**src/rtl/memory_initiator_pkg.sv**
```systemverilog
// -----------------------------------------------------------------------------
// memory_initiator_pkg
// Shared types and width defaults for the memory request initiator.
//   mi_state_e : initiator FSM states
//   mi_cmd_t   : burst command bundle {write, addr, len}
//   MI_*_WIDTH : default widths (must match the single-port memory)
// -----------------------------------------------------------------------------
package memory_initiator_pkg;

    localparam int unsigned MI_ADDR_WIDTH = 2;
    localparam int unsigned MI_DATA_WIDTH = 8;
    localparam int unsigned MI_LEN_WIDTH  = 4;

    typedef enum logic [2:0] {
        ST_IDLE,
        ST_WR_DATA,
        ST_RD_ISSUE,
        ST_RD_CAPTURE,
        ST_RD_RESP
    } mi_state_e;

    typedef struct packed {
        logic                     write;
        logic [MI_ADDR_WIDTH-1:0] addr;
        logic [MI_LEN_WIDTH-1:0]  len;
    } mi_cmd_t;

endpackage

```
**src/rtl/memory_initiator.sv**
```systemverilog
// -----------------------------------------------------------------------------
// memory_initiator
// Request-side master for a single-port memory. Accepts burst read/write
// commands, drives the memory enables/address/write data one beat at a time
// and returns read beats over a valid/ready response channel.
//
// Ports:
//   clk_i, rst_ni                  clock, asynchronous active-low reset
//   cmd_valid_i/cmd_ready_o        command handshake
//   cmd_write_i, cmd_addr_i,
//   cmd_len_i                      burst direction, start address, beats-1
//   wd_valid_i/wd_ready_o,
//   wd_data_i                      write-data channel
//   rd_valid_o/rd_ready_i,
//   rd_data_o, rd_last_o           read-response channel
//   mem_addr_o, mem_wr_en_o,
//   mem_rd_en_o, mem_wdata_o       registered memory request
//   mem_rdata_i                    memory read data (valid the cycle after rd_en)
//   busy_o                         not idle
//   done_o                         one-cycle pulse after a burst's final beat
// -----------------------------------------------------------------------------
module memory_initiator
    import memory_initiator_pkg::*;
#(
    parameter int unsigned ADDR_WIDTH = MI_ADDR_WIDTH,
    parameter int unsigned DATA_WIDTH = MI_DATA_WIDTH,
    parameter int unsigned LEN_WIDTH  = MI_LEN_WIDTH
) (
    input  logic                  clk_i,
    input  logic                  rst_ni,
    input  logic                  cmd_valid_i,
    output logic                  cmd_ready_o,
    input  logic                  cmd_write_i,
    input  logic [ADDR_WIDTH-1:0] cmd_addr_i,
    input  logic [LEN_WIDTH-1:0]  cmd_len_i,
    input  logic                  wd_valid_i,
    output logic                  wd_ready_o,
    input  logic [DATA_WIDTH-1:0] wd_data_i,
    output logic                  rd_valid_o,
    input  logic                  rd_ready_i,
    output logic [DATA_WIDTH-1:0] rd_data_o,
    output logic                  rd_last_o,
    output logic [ADDR_WIDTH-1:0] mem_addr_o,
    output logic                  mem_wr_en_o,
    output logic                  mem_rd_en_o,
    output logic [DATA_WIDTH-1:0] mem_wdata_o,
    input  logic [DATA_WIDTH-1:0] mem_rdata_i,
    output logic                  busy_o,
    output logic                  done_o
);

    localparam logic [ADDR_WIDTH-1:0] ADDR_INC = ADDR_WIDTH'(1);
    localparam logic [LEN_WIDTH-1:0]  CNT_DEC  = LEN_WIDTH'(1);

    mi_state_e             state_q,     state_d;
    logic [ADDR_WIDTH-1:0] addr_q,      addr_d;
    logic [LEN_WIDTH-1:0]  cnt_q,       cnt_d;
    logic [ADDR_WIDTH-1:0] mem_addr_q,  mem_addr_d;
    logic                  mem_wr_en_q, mem_wr_en_d;
    logic                  mem_rd_en_q, mem_rd_en_d;
    logic [DATA_WIDTH-1:0] mem_wdata_q, mem_wdata_d;
    logic [DATA_WIDTH-1:0] rd_data_q,   rd_data_d;
    logic                  rd_valid_q,  rd_valid_d;
    logic                  rd_last_q,   rd_last_d;
    logic                  done_q,      done_d;

    // The read enable is launched on the same edge that enters RD_ISSUE, so
    // RD_ISSUE is the cycle the enable is visible at the memory and
    // RD_CAPTURE is the cycle the memory's rdata is valid.
    always_comb begin
        state_d     = state_q;
        addr_d      = addr_q;
        cnt_d       = cnt_q;
        mem_addr_d  = mem_addr_q;
        mem_wr_en_d = 1'b0;
        mem_rd_en_d = 1'b0;
        mem_wdata_d = mem_wdata_q;
        rd_data_d   = rd_data_q;
        rd_valid_d  = rd_valid_q;
        rd_last_d   = rd_last_q;
        done_d      = 1'b0;

        unique case (state_q)
            ST_IDLE: begin
                if (cmd_valid_i) begin
                    addr_d = cmd_addr_i;
                    cnt_d  = cmd_len_i;
                    if (cmd_write_i) begin
                        state_d = ST_WR_DATA;
                    end else begin
                        state_d     = ST_RD_ISSUE;
                        mem_rd_en_d = 1'b1;
                        mem_addr_d  = cmd_addr_i;
                    end
                end
            end
            ST_WR_DATA: begin
                if (wd_valid_i) begin
                    mem_wr_en_d = 1'b1;
                    mem_addr_d  = addr_q;
                    mem_wdata_d = wd_data_i;
                    addr_d      = addr_q + ADDR_INC;
                    if (cnt_q == '0) begin
                        done_d  = 1'b1;
                        state_d = ST_IDLE;
                    end else begin
                        cnt_d = cnt_q - CNT_DEC;
                    end
                end
            end
            ST_RD_ISSUE: begin
                state_d = ST_RD_CAPTURE;
            end
            ST_RD_CAPTURE: begin
                rd_data_d  = mem_rdata_i;
                rd_valid_d = 1'b1;
                rd_last_d  = (cnt_q == '0);
                state_d    = ST_RD_RESP;
            end
            ST_RD_RESP: begin
                if (rd_ready_i) begin
                    rd_valid_d = 1'b0;
                    rd_last_d  = 1'b0;
                    if (cnt_q == '0) begin
                        done_d  = 1'b1;
                        state_d = ST_IDLE;
                    end else begin
                        addr_d      = addr_q + ADDR_INC;
                        cnt_d       = cnt_q - CNT_DEC;
                        mem_rd_en_d = 1'b1;
                        mem_addr_d  = addr_q + ADDR_INC;
                        state_d     = ST_RD_ISSUE;
                    end
                end
            end
            default: begin
                state_d = ST_IDLE;
            end
        endcase
    end

    always_ff @(posedge clk_i or negedge rst_ni) begin
        if (!rst_ni) begin
            state_q     <= ST_IDLE;
            addr_q      <= '0;
            cnt_q       <= '0;
            mem_addr_q  <= '0;
            mem_wr_en_q <= 1'b0;
            mem_rd_en_q <= 1'b0;
            mem_wdata_q <= '0;
            rd_data_q   <= '0;
            rd_valid_q  <= 1'b0;
            rd_last_q   <= 1'b0;
            done_q      <= 1'b0;
        end else begin
            state_q     <= state_d;
            addr_q      <= addr_d;
            cnt_q       <= cnt_d;
            mem_addr_q  <= mem_addr_d;
            mem_wr_en_q <= mem_wr_en_d;
            mem_rd_en_q <= mem_rd_en_d;
            mem_wdata_q <= mem_wdata_d;
            rd_data_q   <= rd_data_d;
            rd_valid_q  <= rd_valid_d;
            rd_last_q   <= rd_last_d;
            done_q      <= done_d;
        end
    end

    assign cmd_ready_o = (state_q == ST_IDLE);
    assign wd_ready_o  = (state_q == ST_WR_DATA);
    assign busy_o      = (state_q != ST_IDLE);
    assign mem_addr_o  = mem_addr_q;
    assign mem_wr_en_o = mem_wr_en_q;
    assign mem_rd_en_o = mem_rd_en_q;
    assign mem_wdata_o = mem_wdata_q;
    assign rd_data_o   = rd_data_q;
    assign rd_valid_o  = rd_valid_q;
    assign rd_last_o   = rd_last_q;
    assign done_o      = done_q;

endmodule

```
**config.mk**
```make
export PLATFORM = sky130hd
export DESIGN_NAME = memory_initiator
export DESIGN_NICKNAME = d
export VERILOG_FILES = /design/src/rtl/memory_initiator_pkg.sv /design/src/rtl/memory_initiator.sv
export SDC_FILE = /design/constraint.sdc
export NUM_CORES = 1
export LEC_CHECK = 0
export ABC_AREA = 1
export CAP_MARGIN = 40
export CORE_MARGIN = 4
export CORE_UTILIZATION = 49
export DETAILED_ROUTE_END_ITERATION = 8
export GPL_ROUTABILITY_DRIVEN = 0
export PLACE_DENSITY = 0.94
export SLEW_MARGIN = 5
export SYNTH_ARGS = -nofsm -noshare
export SYNTH_HDL_FRONTEND = slang
export SYNTH_SLANG_ARGS = --single-unit
```
**constraint.sdc**
```tcl
create_clock -name clk_i -period 2.2 [get_ports clk_i]
set_input_delay 0.22 -clock clk_i [delete_from_list [all_inputs] [get_ports clk_i]]
set_output_delay 0.22 -clock clk_i [all_outputs]
set_load 0.005 [all_outputs]
```
[Word-level counts from Yosys, hierarchy flattened]
Index checks and enable logic that the tools add are counted.
Word-level totals
  register bits: 32
  output and inout bits: 26
  logic and storage cells: 69
Cells by class
  equal/unequal tests: 10
  mux-type cells: 35
  reductions and logical operators: 11
  add/subtract/negate cells: 2
Operators by type and width (count)
  two-way mux 2 bit: 9
  two-way mux 4 bit: 4
  case mux 3 bit (5 select lines): 1
  two-way mux 3 bit: 4
  case mux 2 bit (3 select lines): 2
  case mux 4 bit (3 select lines): 1
  two-way mux 1 bit: 10
  != test 2 bit (second input constant): 5
  case mux 1 bit (2 select lines): 4
  AND reduction 4 bit: 2
  == test 3 x 2 -> 1 bit (second input constant): 2
  AND reduction 6 bit: 1
  nonzero test 3 bit: 2
  AND reduction 5 bit: 1
  zero test 4 bit: 1
  AND reduction 2 bit: 2
  subtractor 4 x 1 -> 4 bit (second input constant): 1
  == test 3 x 1 -> 1 bit (second input constant): 1
  == test 3 bit (second input constant): 1
  zero test 3 bit: 1
  adder 2 x 1 -> 2 bit (second input constant): 1
  != test 2 x 1 -> 1 bit (second input constant): 1
  nonzero test 2 bit: 1

[Logic depth before layout (Yosys ltp)]
Gate-level depths: netlist of the first run.
  depth after elaboration: 4
  depth in mapped cells: 10
  gate-level depth less buffers: 10

[Worst setup path before layout of the first run]
No wires, ideal clock.
  kind: register to register
  start point: register cnt_q[0]
  end point: register cnt_q[2]
  data arrival time: 1.166 ns
  period minus slack after synthesis: 1.283 ns
  cell stages (with the launch flop): 10
  path slack: 0.917 ns
  library setup time: 0.117 ns
  cells stage by stage: dfrtp_1 inv_1 ha_1 inv_1 nor2_1 nand2_1 inv_1 nand2_4 nand3_1 nand2_1
Between the ends
  cells in the longest elaborated chain, start to end: 4
RTL lines
  start: declaration: line memory_initiator.sv:57  | logic [LEN_WIDTH-1:0] cnt_q, cnt_d;
  start signal: assignment: line memory_initiator.sv:158  | cnt_q <= cnt_d;
  subtractor 4 x 1 -> 4 bit or zero test 4 bit (tied branches)
  two-way mux 4 bit (*): line memory_initiator.sv:103, memory_initiator.sv:124
  two-way mux 4 bit (on tied branches): line memory_initiator.sv:121, memory_initiator.sv:98
  case mux 4 bit (3 select lines) (*): line memory_initiator.sv:83  | unique case (state_q)
Every way passes the cells marked *; elsewhere a longest branch is shown, timed or not. The select of a mux whose other input is x is not followed.
A chain may end at the register's enable or synchronous reset.

[Worst setup path in the final report of the first run]
  start point: register state_q[2]
  end point: output port wd_ready_o
Between the ends
  cells in the longest elaborated chain, start to end: 1
RTL lines
  start: declaration: line memory_initiator.sv:55  | mi_state_e state_q, state_d;
  start signal: assignment: line memory_initiator.sv:156  | state_q <= state_d;
  == test 3 x 1 -> 1 bit: line memory_initiator.sv:171  | assign wd_ready_o = (state_q == ST_WR_DATA);
  end: declaration: line memory_initiator.sv:37  | output logic wd_ready_o,
No other way between the ends.

==> results of run 1 <==
cells by family (layout without fill, tap and decap cells):
logic type	count (synthesis)	after routing	synth area share, %
AOI/OAI and AO/OA	6	6	1.76
buffers and inverters	20	80	5.29
and+or+nand+nor	121	121	38.0
muxes	8	8	6.62
adders and majority gates	1	1	0.735
DFF	32	32	47.1
xor gates and xnor gates	1	1	0.515
power breakdown:
part	leakage (nW)	internal, mW	switching (mW)
sequential	0.397	0.853	0.204
combinational	0.785	0.882	0.863
clock	0.0422	0.238	0.181
total	1.22	1.97	1.25
flip-flops by register name, indices dropped and copies added, names as in the netlist, 2 cells and up:
| signal | count |
|---|---|
| mem_addr_o | 2 |
| cnt_q | 4 |
| state_q | 3 |
| addr_q | 2 |
| rd_data_o | 8 |
| mem_wdata_o | 8 |
cell usage after synthesis (3+ instances only):
cell type / count
nand2_1: 77
dfrtp_1: 32
nand3_1: 20
inv_1: 14
mux2_4: 6
nand2_2: 5
a21oi_1: 4
inv_2: 4
nor2_4: 4
nand2_4: 3
nand3_2: 3
nor2_1: 3
stage by stage:
step	util [%]	setup WS [ns]	area, um2
global route	70.5	0.0564	2350
detailed placement	68.2	0.501	2270
CTS	70.5	0.138	2350
finish	70.5	0.151	2350
floorplan	-	0.917	1700
global placement	68.2	0.546	2270
area by class of cell:
class | count | area [um2] | share of cell area (%)
Clock buffer | 6 | 41.3 | 1.76
Clock inverter | 2 | 35.0 | 1.49
Inverter | 18 | 67.6 | 2.87
Multi-Input combinational cell | 137 | 811 | 34.5
Sequential cell | 32 | 801 | 34.1
Tap cell | 46 | 57.6 | 2.45
Timing Repair Buffer | 54 | 538 | 22.9
worst max-delay path, delay by kind of cell, from the launching register on:
kind	cells	cell delay, ns
buf+inv	2	0.60
flops	1	0.49
simple gates	2	0.43
path summary, 6_finish.rpt:
kind                             endpoint      startpoint  cells after the start  slack (ns)
max                            wd_ready_o      state_q[2]                      4        0.15
min                                done_o          rst_ni                      2        0.29
max reg2reg                     rd_last_o      state_q[0]                      6        0.64
min reg2reg                mem_wdata_o[1]  mem_wdata_o[1]                      2        0.48
max in group asynchronous       addr_q[0]          rst_ni                      2        1.63
min in group clk_i         mem_wdata_o[7]    wd_data_i[7]                      3        0.43
layer usage:
layer / track usage, % / vias to the layer above
li1: - / 715
met1: 20.0 / 644
met2: 27.6 / 38
met3: 4.22 / 7
met4: 4.56 / 0
met5: 0 / -
==> summary.txt, run 1 <==
Setup path
  • Max incr delay on CP: 0.50 ns
  • CP max FO: 10
  • Critical Path AT: 1.83 ns
  • Setup CP Type: flop to output pin
  • Critical path, cell by cell: nor2_4 > nand2_8 > inv_2 > clkdlybuf4s50_1
  • Crit path launch type: flop
  • Critical Path RT: 1.98 ns
  • Kind of end point of the critical path: output pin
  • Crit-path slowest cell: clkdlybuf4s50_1

Global route
  • First-pass GRT wire length: 5440 um
  • Total GRT Usage: 16.2%
  • Pin count of the biggest net entering global routing: 33
  • GR Overflow Total: 0
  • Initial antenna violation count: 0
  • Vias in the first global route: 1283

Synth
  • Yosys top cell area share: 47.1%
  • Post-Syn Instances: 189
  • Mapped Nets: 218
  • Top FF cell, synth: dfrtp_1
  • Async SR Flop Fraction: 100%
  • Post-synth cell types: 21
  • Cell taking the most area after synthesis: dfrtp_1
  • Syn_area_per_cell: 9.00 um2
  • Synthesized area: 1700 um2
  • Post-synthesis register bit count: 32
  • Top cells by area, synth: dfrtp_1 (47%), nand2_1 (17%), nand3_1 (5.9%), mux2_4 (5.3%), inv_1 (3.1%)
  • Sequential fraction of the synthesis area: 47.1%
  • Synth warn: 0
  • Number of synthesized flops with an enable pin: 0

Routing
  • Detailed Route WL: 3450 um
  • Vias: 1404
  • Metal3 WL: 182 um
  • Met2 wire length: 1740 um
  • Detailed Route Iter0 Violations: 59
  • # DRC: 0
  • Max layer used: met4
  • Metal-1 WL: 1490 um
  • Post-route ant nets: 0
  • Initial DRT Pass Iterations: 4
  • Vias per cell: 4.76
  • Routed wire per std cell: 11.7 um

STA
  • Final slew viol count: 0
  • Hold Vio Cnt, Final: 0
  • Clock Skew: 0.00757 ns
  • FMAX: 0.488 GHz
  • Setup_tns: 0 ns
  • Final setup violation count: 0
  • Minimum clock period: 2.05 ns
  • Worst-margin pin slew: 0.424 ns
  • Tightest hold margin: 0.288 ns
  • Final period utilization: 93.2%
  • Max_slew headroom: 71.7%
  • Unrepaired setup endpoints after global routing: no

Place
  • # port buffers: 53
  • Post-placement cell count: 287
  • DP HPWL: 2710 um

Layout
  • Most common cell after layout, fill and taps aside: nand2_1
  • Antenna cell count: 0
  • Finished Layout Cells: 295
  • Number of nets in the layout: 277
  • P&R area growth vs syn: 38.2%
  • Most frequent cells in the layout: nand2_1 (77), clkdlybuf4s50_1 (53), dfrtp_1 (32)
  • Fill count: 259
  • Share of layout cells above drive strength 1: 16.1%

Floorplanning
  • Die Y-Extent: 66.9 um
  • Initial core utilization: 51.0%
  • I/O Pins: 54
  • Die Width: 66.9 um
  • Row count: 21
  • Core area: 3340 um2
  • Die area: 4480 um2

Power and ir drop
  • Static Leak: 1.22 nW
  • Pwr per Cell Area: 1370 nW/um2
  • Pwr Total: 3.22 mW
  • VDD IR-drop max: 0.788 mV

Clock network
  • Hold buffer count at cts: 0
  • Clk Latency, worst-skew pair: 0.31 ns
  • CTS max path bufs: 2
  • Clk root buf: clkbuf_4
  • Clock buffer count from CTS: 5
  • CTS tree: yes
  • Post_cts resized: 0
  • CTS H-Tree Depth: 2
  • Postcts setup bufs: 0
  • CTS sink cnt: 32
  • Clk slew on worst S/H paths: 0.10 ns

Min path
  • Hold/Removal Path Class: input port to asynchronous set/reset pin

Outcome
  • Outcome: finished clean

Flow run
  • Max-Cap Viols: 0
Note: power is estimated with default switching activity, not from simulation.
==> inputs of run 2 (changes only) <==
SLEW_MARGIN = default   (was 5)
==> results of run 2 <==
Same layout as run 1: the final DEF is identical, and so are final timing and power.
==> inputs of run 3 (changes only) <==
CORE_UTILIZATION = 51   (was 49)
CTS_BUF_LIST = sky130_fd_sc_hd__clkbuf_4   (was default)
PLACE_DENSITY = 0.95   (was 0.94)
==> summary.txt, run 3 (synthesis gave the netlist of run 1 again) <==
Layout
  • P&R area growth vs syn: 38.2%
  • Number of nets in the layout: 277
  • Most frequent cells in the layout: nand2_1 (77), clkdlybuf4s50_1 (53), dfrtp_1 (32)
  • Post-layout instance area: 2350 um2
  • Most common cell after layout, fill and taps aside: nand2_1
  • Antenna cell count: 0
  • Share of layout cells above drive strength 1: 16.5%
  • Fill count: 243

STA
  • Hold Vio Cnt, Final: 0
  • Tightest hold margin: 0.264 ns
  • Unrepaired setup endpoints after global routing: no
  • Max_slew headroom: 69.0%
  • Clock Skew: 0.0149 ns
  • Final setup violation count: 0
  • Setup_tns: 0 ns
  • FMAX: 0.484 GHz
  • Final period utilization: 94.0%
  • Final WS setup: 0.133 ns
  • Minimum clock period: 2.07 ns
  • Final slew viol count: 0
  • Worst-margin pin slew: 0.465 ns

Floorplanning
  • Row count: 20
  • Initial core utilization: 54.4%
  • Die Width: 65.8 um
  • Die Y-Extent: 65.8 um
  • I/O Pins: 54
  • Die area: 4320 um2
  • Core area: 3130 um2

Routing
  • Metal-1 WL: 1610 um
  • Metal3 WL: 194 um
  • Post-route ant nets: 0
  • Detailed Route WL: 3820 um
  • Max layer used: met4
  • Vias per cell: 4.84
  • Detailed Route Iter0 Violations: 80
  • Met2 wire length: 1920 um
  • # DRC: 0
  • Initial DRT Pass Iterations: 4
  • Vias: 1419
  • Routed wire per std cell: 13.0 um

Clock network
  • Post_cts resized: 0
  • Clk root buf: clkbuf_4
  • Clk Latency, worst-skew pair: 0.34 ns
  • CTS tree: yes
  • Postcts setup bufs: 0
  • CTS sink cnt: 32
  • CTS max path bufs: 2
  • Clk slew on worst S/H paths: 0.11 ns
  • Hold buffer count at cts: 0
  • CTS H-Tree Depth: 2
  • Clock buffer count from CTS: 5

Global route
  • GR Overflow Total: 0
  • Initial antenna violation count: 0
  • Vias in the first global route: 1464
  • Total GRT Usage: 19.6%
  • First-pass GRT wire length: 6370 um
  • Pin count of the biggest net entering global routing: 33

Power and ir drop
  • Clk network pwr share: 13.4%
  • Comb power frac: 54.2%
  • Pwr Total: 3.27 mW
  • VDD IR-drop max: 0.763 mV
  • Switching share of total power: 39.7%
  • P_sw: 1.30 mW
  • Pwr per Cell Area: 1390 nW/um2
  • Int Pwr: 1.97 mW
  • Sequential share of power: 32.4%
  • Static Leak: 1.22 nW

Setup path
  • Crit path max-delay family: buffers and inverters
  • Setup CP Type: flop to output pin
  • Critical path, cell by cell: nor2_4 > nand2_8 > inv_2 > clkdlybuf4s50_1
  • Critical Path RT: 1.98 ns
  • Critical Path AT: 1.85 ns
  • CP max FO: 10
  • R2R setup slack: 0.61 ns
  • Crit path launch type: flop
  • Kind of end point of the critical path: output pin
  • Crit-path slowest cell: dfrtp_1
  • Buf+Inv Stages, Crit Path: 2
  • Max incr delay on CP: 0.49 ns

Min path
  • Hold/Removal Path Class: input port to asynchronous set/reset pin

Place
  • # port buffers: 53
  • Dpl ws: 0.500 ns
  • DP HPWL: 2840 um
  • Placed Instance Area: 2270 um2

Flow run
  • Max-Cap Viols: 0

Outcome
  • Outcome: finished clean
[run 3: power by group through the flow]
stage / logic [mW] / registers [mW] / clock network (mW)
2_1_floorplan: 1.10 / 1.04 / 0
3_3_place_gp: 1.71 / 1.05 / 0
3_5_place_dp: 1.76 / 1.07 / 0
4_1_cts: 1.79 / 1.06 / 0.450
5_1_grt: 1.96 / 1.10 / 0.472
6_report: 1.77 / 1.06 / 0.439
[run 3: stage by stage]
step	utilization, %	cells
floorplan	-	189
global placement	72.6	285
detailed placement	72.6	285
CTS	75.2	293
global route	75.2	293
finish	75.2	293
[run 3: area by class of cell]
| cell class | count | area (um2) | area share (%) |
|---|---|---|---|
| clock buffers | 5 | 37.5 | 1.60 |
| clock inverters | 3 | 42.5 | 1.81 |
| inverters | 18 | 67.6 | 2.87 |
| multi-input cells | 137 | 811 | 34.5 |
| flip-flops and latches | 32 | 801 | 34.0 |
| well taps | 44 | 55.1 | 2.34 |
| repair buffers | 54 | 538 | 22.9 |
[run 3: per-layer routing]
metal  global-route usage, %  vias to the layer above
met3                    4.10                       10
li1                        -                      718
met5                       0                        -
met2                    33.4                       50
met1                    23.1                      641
met4                    9.84                        0
[run 3: worst paths after layout]
check | end | cells past startpoint | startpoint
max in group asynchronous | mem_wr_en_o | 2 | rst_ni
setup reg to reg | cnt_q[0] | 9 | cnt_q[0]
min in group clk_i | mem_wdata_o[7] | 3 | wd_data_i[7]
hold / removal | rd_valid_o | 2 | rst_ni
hold reg to reg | mem_wdata_o[6] | 2 | mem_wdata_o[6]
setup / recovery | wd_ready_o | 4 | state_q[2]
